--- config.mk ---
export PLATFORM = sky130hd
export DESIGN_NAME = mips_muldiv
export DESIGN_NICKNAME = d
export VERILOG_FILES = /design/src/rtl/mips_muldiv.sv
export SDC_FILE = /design/constraint.sdc
export NUM_CORES = 1
export LEC_CHECK = 0
export CORE_MARGIN = 2
export CORE_UTILIZATION = 51
export CTS_CLUSTER_SIZE = 20
export DETAILED_ROUTE_END_ITERATION = 8
export PLACE_DENSITY = 0.78
export SYNTH_ARGS = -nofsm -noshare
export SYNTH_HDL_FRONTEND = slang
export SYNTH_SLANG_ARGS = --single-unit
--- constraint.sdc ---
create_clock -name clk -period 3.5 [get_ports clk]
set_input_delay 0.525 -clock clk [delete_from_list [all_inputs] [get_ports clk]]
set_output_delay 0.525 -clock clk [all_outputs]
set_load 0.05 [all_outputs]
--- src/rtl/mips_muldiv.sv ---
// Iterative MIPS multiply/divide unit owning the architectural HI/LO registers.
// Optional divider datapath is built only when MIPS_MD_DIV_EN is defined.
module mips_muldiv #(
  parameter int MD_CYCLES = 32
) (
  input  logic        clk,
  input  logic        rst_b,
  input  logic        md__start,
  input  logic [1:0]  md__op,
  input  logic [31:0] md__op1,
  input  logic [31:0] md__op2,
  input  logic        md__hi_we,
  input  logic        md__lo_we,
  input  logic [31:0] md__wdata,
  output logic        md__busy,
  output logic        md__done,
  output logic [31:0] md__hi,
  output logic [31:0] md__lo
);

  localparam int CW = $clog2(MD_CYCLES + 1);

  localparam logic [1:0] ST_IDLE = 2'd0;
  localparam logic [1:0] ST_RUN  = 2'd1;
  localparam logic [1:0] ST_DONE = 2'd2;

  localparam logic [1:0] OP_MULT  = 2'd0;
  localparam logic [1:0] OP_MULTU = 2'd1;
  localparam logic [1:0] OP_DIV   = 2'd2;
  localparam logic [1:0] OP_DIVU  = 2'd3;

  logic [1:0]    state_q, state_d;
  logic [CW-1:0] cnt_q, cnt_d;
  logic          is_div_q, is_div_d;
  logic          q_neg_q, q_neg_d;      // sign of product or quotient
  logic [31:0]   acc_q, acc_d;          // product high half / partial remainder
  logic [31:0]   sh_q, sh_d;            // multiplier / dividend-then-quotient
  logic [31:0]   opnd_q, opnd_d;        // |multiplicand| / |divisor|
  logic [31:0]   hi_q, hi_d;
  logic [31:0]   lo_q, lo_d;

  logic          op_signed;
  logic          neg1, neg2;
  logic [31:0]   abs1, abs2;
  logic          last_step;

  logic [32:0]   mul_sum;
  logic [31:0]   mul_acc, mul_sh;
  logic [63:0]   mul_prod, mul_res;

`ifdef MIPS_MD_DIV_EN
  logic          r_neg_q, r_neg_d;      // remainder takes the dividend's sign
  logic          dz_q, dz_d;
  logic [32:0]   div_part;
  logic [33:0]   div_diff;
  logic          div_ok;
  logic [31:0]   div_acc, div_sh;
  logic [31:0]   div_quo, div_rem;
`endif

  assign op_signed = (md__op == OP_MULT) || (md__op == OP_DIV);
  assign neg1      = op_signed & md__op1[31];
  assign neg2      = op_signed & md__op2[31];
  assign abs1      = neg1 ? -md__op1 : md__op1;
  assign abs2      = neg2 ? -md__op2 : md__op2;
  assign last_step = (cnt_q == CW'(MD_CYCLES - 1));

  // Shift-add: the LSB of sh_q selects the add, the sum carry shifts back in.
  assign mul_sum  = {1'b0, acc_q} + (sh_q[0] ? {1'b0, opnd_q} : 33'd0);
  assign mul_acc  = mul_sum[32:1];
  assign mul_sh   = {mul_sum[0], sh_q[31:1]};
  assign mul_prod = {mul_acc, mul_sh};
  assign mul_res  = q_neg_q ? -mul_prod : mul_prod;

`ifdef MIPS_MD_DIV_EN
  // Restoring step: shift next dividend bit in, keep the difference if non-negative.
  assign div_part = {acc_q, sh_q[31]};
  assign div_diff = {1'b0, div_part} - {2'b00, opnd_q};
  assign div_ok   = ~div_diff[33];
  assign div_acc  = div_ok ? div_diff[31:0] : div_part[31:0];
  assign div_sh   = {sh_q[30:0], div_ok};
  assign div_quo  = dz_q ? 32'hFFFF_FFFF : (q_neg_q ? -div_sh : div_sh);
  assign div_rem  = r_neg_q ? -div_acc : div_acc;
`endif

  // NOTE: every signal assigned in this block gets a default first, so no latches are inferred.
  always_comb begin
    state_d  = state_q;
    cnt_d    = cnt_q;
    is_div_d = is_div_q;
    q_neg_d  = q_neg_q;
    acc_d    = acc_q;
    sh_d     = sh_q;
    opnd_d   = opnd_q;
    hi_d     = hi_q;
    lo_d     = lo_q;
`ifdef MIPS_MD_DIV_EN
    r_neg_d  = r_neg_q;
    dz_d     = dz_q;
`endif

    case (state_q)
      ST_RUN: begin
        cnt_d = cnt_q + CW'(1);
        if (is_div_q) begin
`ifdef MIPS_MD_DIV_EN
          acc_d = div_acc;
          sh_d  = div_sh;
          if (last_step) begin
            hi_d    = div_rem;
            lo_d    = div_quo;
            state_d = ST_DONE;
          end
`else
          state_d = ST_DONE;
`endif
        end else begin
          acc_d = mul_acc;
          sh_d  = mul_sh;
          if (last_step) begin
            hi_d    = mul_res[63:32];
            lo_d    = mul_res[31:0];
            state_d = ST_DONE;
          end
        end
      end
      default: begin
        state_d = ST_IDLE;
        if (md__hi_we) hi_d = md__wdata;
        if (md__lo_we) lo_d = md__wdata;
        if (md__start) begin
          state_d  = ST_RUN;
          cnt_d    = '0;
          is_div_d = md__op[1];
          q_neg_d  = neg1 ^ neg2;
          acc_d    = '0;
          sh_d     = md__op[1] ? abs1 : abs2;
          opnd_d   = md__op[1] ? abs2 : abs1;
`ifdef MIPS_MD_DIV_EN
          r_neg_d  = neg1;
          dz_d     = (md__op2 == 32'd0);
`endif
        end
      end
    endcase
  end

  // NOTE: sequential state uses non-blocking assignments so all registers update together.
  always_ff @(posedge clk or negedge rst_b) begin
    if (!rst_b) begin
      state_q  <= ST_IDLE;
      cnt_q    <= '0;
      is_div_q <= 1'b0;
      q_neg_q  <= 1'b0;
      acc_q    <= '0;
      sh_q     <= '0;
      opnd_q   <= '0;
      hi_q     <= '0;
      lo_q     <= '0;
`ifdef MIPS_MD_DIV_EN
      r_neg_q  <= 1'b0;
      dz_q     <= 1'b0;
`endif
    end else begin
      state_q  <= state_d;
      cnt_q    <= cnt_d;
      is_div_q <= is_div_d;
      q_neg_q  <= q_neg_d;
      acc_q    <= acc_d;
      sh_q     <= sh_d;
      opnd_q   <= opnd_d;
      hi_q     <= hi_d;
      lo_q     <= lo_d;
`ifdef MIPS_MD_DIV_EN
      r_neg_q  <= r_neg_d;
      dz_q     <= dz_d;
`endif
    end
  end

  assign md__busy = (state_q == ST_RUN);
  assign md__done = (state_q == ST_DONE);
  assign md__hi   = hi_q;
  assign md__lo   = lo_q;

endmodule

### Word-level counts from Yosys, hierarchy flattened

Cells that the tools add are included.

* memory bits (writable): 0
* memories: 0
* logic and storage cells: 60
* input port bits: 103
* latch bits: 0
* memory bits (read-only): 0
* register bits after elaboration: 170

* shifts and indexed selects: 0
* reduce and logical (&&, ||, !) cells: 9
* multiply operators: 0
* $lt $le $gt $ge: 0
* multiplexer cells: 26
* add/sub/neg operators: 5
* eq/ne operators: 7
* div/mod/pow operators: 0
* bitwise gates (word level): 4

Operator list (count)
* 32-bit 2-to-1 mux: 19
* 64-bit 2-to-1 mux: 1
* 32-bit negation: 2
* 64-bit negation: 1
* 32-bit by 32-bit adder with 33-bit output: 1
* 6-bit 2-to-1 mux: 2
* 6-bit by 1-bit adder with 6-bit output, second input constant: 1
* 6-bit by 5-bit equality test with 1-bit output, second input constant: 1
* 2-bit 2-to-1 mux: 3
* 3-bit AND reduction: 2
* 2-bit nonzero test: 3
* 2-bit equality test, second input constant: 2
* 2-bit AND reduction: 2
* 3-bit by 1-bit inequality test with 1-bit output, second input constant: 1
* 1-bit AND: 2
* 2-bit by 1-bit equality test with 1-bit output, second input constant: 1
* 2-bit logical NOT: 1
* 2-bit by 1-bit inequality test with 1-bit output, second input constant: 1
* 2-bit inequality test, second input constant: 1
* 1-bit logical OR: 1
* 1-bit 2-to-1 mux: 1
* 1-bit inverter: 1
* 1-bit bitwise XOR: 1

### Longest topological paths before layout

Gate-level depths: netlist of run 1.

* word-level depth: 7
* mapped depth: 14
* mapped depth without buffers: 13

### Worst setup path after synthesis of run 1

No wires, ideal clock.

* path type: reg2reg
* start: register sh_q[0]
* end: register hi_q[25] (netlist: md__hi[25])
* stages on the path, launching flop included: 14
* period minus slack after synthesis: 3702 ps
* buffers on the path: 0
* library setup time: 94 ps
* arrival time: 3608 ps
* setup slack: -202 ps
* path through: dfrtp_1 > and2_1 > ha_1 > fa_1 > a211oi_1 > o211ai_1 > a21oi_2 > xnor2_1 > a2111o_1 > or3_4 > nor3_2 > a41oi_1 > xor2_1 > a221oi_2

* word-level cells in the longest chain between the ends: 7

RTL lines
* start, declared: line 37 `logic [31:0] sh_q, sh_d;`
* start signal, assigned: line 156 `sh_q <= '0;`
* start signal, assigned: line 170 `sh_q <= sh_d;`
* 32-bit 2-to-1 mux *: line 69 `assign mul_sum = {1'b0, acc_q} + (sh_q[0] ? {1'b0, opnd_q} : 33'd0);`
* 32-bit by 32-bit adder with 33-bit output *: line 69
* 64-bit negation: line 73 `assign mul_res = q_neg_q ? -mul_prod : mul_prod;`
* 64-bit 2-to-1 mux *: line 73
* 32-bit 2-to-1 mux *: line 120 `if (last_step) begin`
* 32-bit 2-to-1 mux *: line 105 `if (is_div_q) begin`
* 32-bit 2-to-1 mux *: line 102 `case (state_q)`
* end signal, assigned: line 172 `hi_q <= hi_d;`
* end, declared: line 39 `logic [31:0] hi_q, hi_d;`

Mark *: on every way between the ends. The rest lies on a longest branch, timed or not. The select of a mux whose other input is x is not followed.
A chain may end at the register's enable or synchronous reset.

### Worst setup path in the final report of run 1

* start: register sh_q[0]
* end: register hi_q[28] (netlist: md__hi[28])

Same word-level chain as after synthesis.

==> reports/qor.yml, run 1 <==
finalNetCount: 2029
die_area_um2: 25890
synth-async-reset-ratio_pct: 100.0
gp_congestion: 0.9434
clock_tree_from_tritoncts: "done"
synth-compound-area-share_pct: 25.71
fmaxAchievable_ghz: 0.2639
p_leak_nw: 7.159
die_y_um: 160.9
worst_hold_path_type: "input pin to async pin"
crit_chain: "and2_4 -> ha_4 -> fa_2 -> a211oi_4 -> buf_4 -> o21ai_4 -> a31o_4 -> nor4_4 -> a311oi_1 -> buf_4 -> nor4_4 -> buf_4 -> nand4_1 -> o21ai_2 -> xnor2_1 -> o221ai_1"
yosysWarningCount: 0
synth-edff-count: 0
clk_pin_slew_worst_paths_ns: 0.08
critical_path.top_delay_family: "compound AO/OA/AOI/OAI gates"
firstDrtPassIters: 6
failed_checks: "setup timing"
io_pins: 169
max_transition_viols_final: 0
power_density_nw_per_um2: 976.6
antenna_cells_inserted: 0
globalRoute.totalOverflow: 0
synthToLayoutAreaGrowth_pct: 36.45
worst-endpoint-arrival_ns: 4.08
antenna_left: 0
grt_pass1_wl_um: 69090
grt_max_degree: 80
setup-tns-final_ns: -3.430
worst-setup-path-type: "flip-flop to flip-flop"
vias: 13480
synth.mux.area_fraction_pct: 1.435
numCtsBuffers: 17
number_of_violations_of_the_max_capacitance_limit: 0
fin_worst_skew_ns: 0.01537
yosys-top-cells-area: "dfrtp_1 (34%), o21ai_0 (6.9%), nand2_1 (6.7%)"
num_rows: 57
worst_pin_slew_ns: 1.085
io_buffer_count: 168
ctsRootBufferMaster: "clkbuf_16"
synth-simple-area-share_pct: 21.94
clock_tree_buf_depth: 2
drt-vias-per-instance: 6.055
netlist.area_leader.share_pct: 33.88
timing.max_slew.rel_slack_pct: 27.43
timing_hold_violations_final: 0
synth.distinct_cells: 76
critical_path.reg2reg.endpoint: "md__hi[28]"
dp.final_hpwl_um: 33530
postLayoutSetupSlackWorst_ns: -0.2888
post_dp_cell_area_um2: 15820
fin_crit_sh_pct: 108.3
post-route-drc-count: 0
reg2reg_slack_ns: -0.29
totalWireLength_um: 44130
synthXorXnorAreaFrac_pct: 9.695
seq_cells_post_synth: 170
r2r_start: "sh_q[0]"
critPathCaptureType: "flip-flop"
max_h_tree_level: 4
critPathRequiredTime_ns: 3.79
core_um2: 24250
post_synth_fa_ha_maj_area_fraction_pct: 3.747
mappedNetlistArea_um2: 12560
worst_setup_path_start_kind: "flip-flop"
number_of_cells_produced_by_synthesis: 1595
initial_core_util_pct: 51.79
drt-wirelength-per-cell_um: 19.83
report.final.setup_viol: 20
crit_path_max_incr_delay_ns: 0.47
rsz0062_at_grt: "true"
outcome: "finished with violations"
groute.usage.overall_pct: 33.62
per_instance_average_area_after_synthesis_um2: 7.873
clk-insertion-delay-late_ns: 0.44
critical_path_peak_fanout: 6
synth_nets: 1735
cp_common_cell: "buf_4"
cts_num_sinks: 170
via_count_of_the_first_global_routing_pass: 12780
finalWorstPathRequiredPeriod_ns: 3.789
critical-path-slowest-cell: "dfrtp_2"
die_x_um: 160.9
yosysSeqAreaShare_pct: 33.88
synth_top_family_by_area: "compound AO/OA/AOI/OAI gates"
number_of_antenna_violations_at_the_first_check_in_global_routing: 0
cp_num_buf_inv: 3
drive_above_1_share_pct: 18.09
stdcell_area_um2: 17130
drt-initial-drc-count: 1274
synth_ff_type: "dfrtp_1"
worst-r2r-cell-count: 16
yosys.area.top_type: "dfrtp_1"
max-vdd-ir-drop_uv: 589.9
detailedPlace.worstSlack_ns: -0.2282
[registers in the layout, summed over array words and instances (netlist names)]
| signal | cells |
|---|---|
| acc_q | 32 |
| md__hi | 32 |
| is_div_q | 1 |
| opnd_q | 32 |
| state_q | 2 |
| md__lo | 32 |
| q_neg_q | 1 |
| sh_q | 32 |
| cnt_q | 6 |
[kinds of logic after synthesis]
kind of cell / Yosys count
AND/OR/NAND/NOR: 589
multiplexers: 18
buffers and inverters: 120
AO/OA/AOI/OAI: 522
XOR/XNOR: 139
flip-flops: 170
adder cells (fa/ha/maj): 37
[cells in the mapped netlist, types with 12 or more instances]
cell type and n:
nand2_1 223, nor2_1 181, o21ai_0 172, dfrtp_1 170
a21oi_1 144, clkbuf_1 86, xnor2_1 84, xor2_1 55
o31ai_1 48, and2_1 44, ha_1 36, a211oi_1 29
nor3_1 26, a22o_1 24, inv_1 19, mux2i_1 18
o41ai_1 16, or4_1 14, buf_1 13, or3_1 12
[power breakdown]
| group | internal (mW) | switching [mW] |
|---|---|---|
| clock | 1.05 | 0.980 |
| sequential | 2.85 | 0.812 |
| combinational | 4.38 | 6.66 |
| total | 8.28 | 8.45 |
[what timing repair did]
| action | in CTS | in global routing |
|---|---|---|
| setup buffers | 14 | 5 |
| cloned | 0 | 0 |
| pin swaps | 36 | 23 |
| setup endpoints to repair | 20 | 25 |
| gates resized for setup | 71 | 40 |
| hold buffers | 0 | 0 |
[layout by cell type (no fill, tap or decap), drive strengths merged, types with 10 or more instances in the layout]
cell	netlist	routed
nand2b	11	11
or3	13	13
clkdlybuf4s50	0	166
ha	36	36
nand2	223	223
nand4	11	11
xnor2	84	84
nor3	27	27
and2	45	45
buf	14	209
nor4	11	11
a21oi	145	145
o41ai	16	16
o21ai	176	176
o31ai	50	50
clkbuf	86	17
nand3	10	10
inv	19	27
nor2	182	182
mux2i	18	18
dfrtp	170	170
a211oi	29	29
a22o	24	24
or4	18	18
xor2	55	55
[through the flow]
step,hold slack [ns],power (mW),utilization (%),instances
3_5_place_dp,0.4619,13.67,65.25,2175
4_1_cts,0.08212,16.21,69.76,2221
5_1_grt,0.09543,17.63,70.66,2226
2_1_floorplan,0.2294,9.623,-,1595
6_report,0.04830,16.73,70.66,2226
3_3_place_gp,0.4545,13.45,65.25,2175
[per-layer routing]
metal  GRT usage, %  vias to the layer above  part of all wire [%]
li1               -                     6305                     -
met1          45.64                     6364                    42
met2          54.29                      703                    46
met3          5.475                      107                   8.5
met4          12.54                        0                   3.5
met5              0                        -                     0
[worst max path at each step]
| stage | startpoint | endpoint | slack (ns) | depth (start not counted) |
|---|---|---|---|---|
| after floorplan | sh_q[0] | md__hi[25] | -0.03 | 13 |
| after global placement | sh_q[0] | md__hi[29] | -0.19 | 13 |
| after detailed placement | sh_q[0] | md__hi[25] | -0.23 | 13 |
| after CTS | sh_q[0] | md__hi[25] | -0.18 | 14 |
| after global routing | sh_q[0] | md__hi[29] | -0.41 | 15 |
| final | sh_q[0] | md__hi[28] | -0.29 | 16 |
[layout make-up]
type,count,area [um^2]
repair buffers,375,3309
clock buffers,17,425.4
clock inverters,15,215.2
flip-flops and latches,170,4257
inverters,20,75.07
well taps,324,405.4
multi-input cells,1305,8447
fillers,1881,7114
(Power assumes the default switching activity.)
==> run 2: changes to the inputs <==
Settings changed: CORE_UTILIZATION 51 to 40, DONT_BUFFER_PORTS from default to 1, PLACE_DENSITY 0.78 to default.
==> run 2 against run 1 <==
Net effect: the run ends with hold timing, setup timing left; clock-buffer cell count grew 2; critical endpoint is now md__hi[30]; routed wire length shrank 0.46%; die area grew 27%; power shrank 5.4%; largest power group unchanged.
==> reports/qor.yml, run 2 (same netlist as run 1, synthesis figures left out) <==
outcome: "finished with violations"  # unchanged
failed_checks: "hold timing, setup timing"  # was setup timing
worst_hold_path_type: "input pin to async pin"  # unchanged
cp_num_buf_inv: 1  # was 3
timing_hold_violations_final: 170  # was 0
fin_worst_skew_ns: 0.01409  # was 0.01537 ns
groute.usage.overall_pct: 26.57  # was 33.62%
crit_chain: "and2_4 -> ha_4 -> o211ai_1 -> buf_4 -> o211ai_1 -> a21oi_2 -> xnor2_2 -> a2111o_1 -> a2111oi_4 -> nand3_4 -> o31ai_4 -> xor2_1 -> o22ai_1"  # was and2_4 -> ha_4 -> fa_2 -> a211oi_4 -> buf_4 -> o21ai_4 -> a31o_4 -> nor4_4 -> a311oi_1 -> buf_4 -> nor4_4 -> buf_4 -> nand4_1 -> o21ai_2 -> xnor2_1 -> o221ai_1
timing.max_slew.rel_slack_pct: 27.31  # was 27.43%
vias: 12270  # was 13,480
share_of_total_power_in_combinational_logic_pct: 56.3  # was 66.0%
report.final.setup_viol: 14  # was 20
drt-wirelength-per-cell_um: 20.67  # was 19.83 um
cp_num_cells: 13  # was 16
grt_pass1_wl_um: 67900  # was 69,090 um
gp_congestion: 0.9162  # was 0.9434
most-common-layout-cells: "nand2_1 (219), buf_4 (195), nor2_1 (177), dfrtp_1 (168), o21ai_0 (156)"  # was nand2_1 (221), buf_4 (198), nor2_1 (179), dfrtp_1 (168), clkdlybuf4s50_1 (166)
worst_setup_path_start_kind: "flip-flop"  # unchanged
fillers: 2936  # was 1,881
stdcell_area_um2: 15560  # was 17,130 um^2
fin_crit_sh_pct: 103.8  # was 108.3%
switching_share_pct: 51.63  # was 50.50%
clock_tree_buf_depth: 2  # unchanged
postLayoutSetupSlackWorst_ns: -0.1339  # was -0.2888 ns
firstDrtPassIters: 5  # was 6
post_dp_cell_area_um2: 14170  # was 15,820 um^2
cts_num_sinks: 170  # unchanged
clk_pin_slew_worst_paths_ns: 0.07  # was 0.08 ns
p_leak_nw: 6.510  # was 7.159 nW
internal_power_mw: 7.658  # was 8.283 mW
clk-insertion-delay-late_ns: 0.44  # about the same
via_count_of_the_first_global_routing_pass: 11670  # was 12,780
num_rows: 64  # was 57
die_area_um2: 32830  # was 25,890 um^2
clock_tree_from_tritoncts: "done"  # unchanged
drt-vias-per-instance: 5.775  # was 6.055
crit_path_max_incr_delay_ns: 0.47  # about the same
worst-endpoint-arrival_ns: 3.94  # was 4.08 ns
max_h_tree_level: 4  # unchanged
antenna_cells_inserted: 0  # unchanged
die_x_um: 181.2  # was 160.9 um
critical_path_peak_fanout: 7  # was 6
fmaxAchievable_ghz: 0.2752  # was 0.2639 GHz
totalWireLength_um: 43930  # was 44,130 um
reg2reg_slack_ns: -0.13  # was -0.29 ns
cp_common_cell: "o211ai_1"  # was buf_4
critPathRequiredTime_ns: 3.81  # was 3.79 ns
globalRoute.totalOverflow: 0  # unchanged
antenna_left: 0  # unchanged
clock_power_share_pct: 12.9  # was 12.2%
r2r_start: "sh_q[0]"  # unchanged
critical_path.top_delay_family: "compound AO/OA/AOI/OAI gates"  # unchanged
initial_core_util_pct: 40.84  # was 51.79%
worst_pin_slew_ns: 1.088  # was 1.085 ns
number_of_antenna_violations_at_the_first_check_in_global_routing: 0  # unchanged
final.hold.worst_slack_ns: -0.2117  # was 0.04830 ns
max_transition_viols_final: 0  # unchanged
worst-r2r-cell-count: 13  # was 16
core_um2: 30750  # was 24,250 um^2
dp.final_hpwl_um: 34310  # was 33,530 um
finalWorstPathRequiredPeriod_ns: 3.634  # was 3.789 ns
worstSetupStartpoint: "sh_q[0]"  # unchanged
critPathCaptureType: "flip-flop"  # unchanged
synthToLayoutAreaGrowth_pct: 23.88  # was 36.45%
die_y_um: 181.2  # was 160.9 um
switching_component_of_the_power_mw: 8.174  # was 8.450 mW
finalNetCount: 1856  # was 2,029
setup-tns-final_ns: -0.8467  # was -3.430 ns
seq_power_share_pct: 30.8  # was 21.9%
drt-initial-drc-count: 1070  # was 1,274
numCtsBuffers: 17  # unchanged
finalPower_mw: 15.83  # was 16.73 mW
max-vdd-ir-drop_uv: 403.0  # was 589.9 uV
drive_above_1_share_pct: 20.94  # was 18.09%
io_pins: 169  # unchanged
grt_max_degree: 171  # was 80
post-route-drc-count: 0  # unchanged
final_common_cell: "nand2_1"  # unchanged
worst-setup-path-type: "flip-flop to flip-flop"  # unchanged
rsz0062_at_grt: "true"  # unchanged
io_buffer_count: 0  # was 168
number_of_violations_of_the_max_capacitance_limit: 0  # unchanged
critical-path-slowest-cell: "o211ai_1"  # was dfrtp_2
ctsRootBufferMaster: "clkbuf_16"  # unchanged
power_density_nw_per_um2: 1018  # was 976.6 nW/um^2
[run 2: worst paths after layout]
check / end
hold / removal: opnd_q[25]
min in group clk: q_neg_q
setup reg to reg: md__hi[30]
max in group asynchronous: acc_q[13]
setup / recovery: md__hi[30]
hold reg to reg: opnd_q[12]
[run 2: cell type report]
type	instances	area (um^2)	area share [%]
inverters	20	76.32	0.4906
repair buffers	202	1560	10.03
multi-input cells	1305	8549	54.96
clock buffers	19	432.9	2.783
flip-flops and latches	170	4257	27.36
well taps	396	495.5	3.185
clock inverters	13	185.2	1.190
[run 2: through the flow]
stage                     cells  utilization, %  hold WS (ns)  worst slack (ns)
final                      2125           50.59       -0.2117           -0.1339
after global routing       2125           50.59       -0.2324           -0.2788
after CTS                  2122           49.67       -0.2312           -0.1318
after detailed placement   2075           46.10        0.2381           -0.2617
after global placement     2075           46.10        0.2388           -0.2313
after floorplan            1595               -        0.2294          -0.03169
[run 2: power by group through the flow]
stage / registers (mW) / clock network [mW] / logic (mW)
3_5_place_dp: 4.87 / 0 / 8.10
2_1_floorplan: 4.63 / 0 / 4.99
5_1_grt: 4.98 / 2.15 / 9.65
3_3_place_gp: 4.85 / 0 / 7.99
4_1_cts: 4.85 / 2.07 / 8.55
6_report: 4.87 / 2.05 / 8.91
[run 2: what timing repair did]
item                       in CTS  in global routing
hold endpoints to repair      170                170
cloned                          0                  0
buffers inserted               16                  3
resized for setup              67                 61
pin swaps                      45                 21
setup endpoints to repair      18                 24
[run 2: per-layer routing]
layer	share of wire (%)	track usage, %	vias up
met5	0	0	-
met4	1.9	6.927	0
met3	7.5	5.684	47
met2	43	39.82	439
met1	47	38.69	5834
li1	-	-	5951
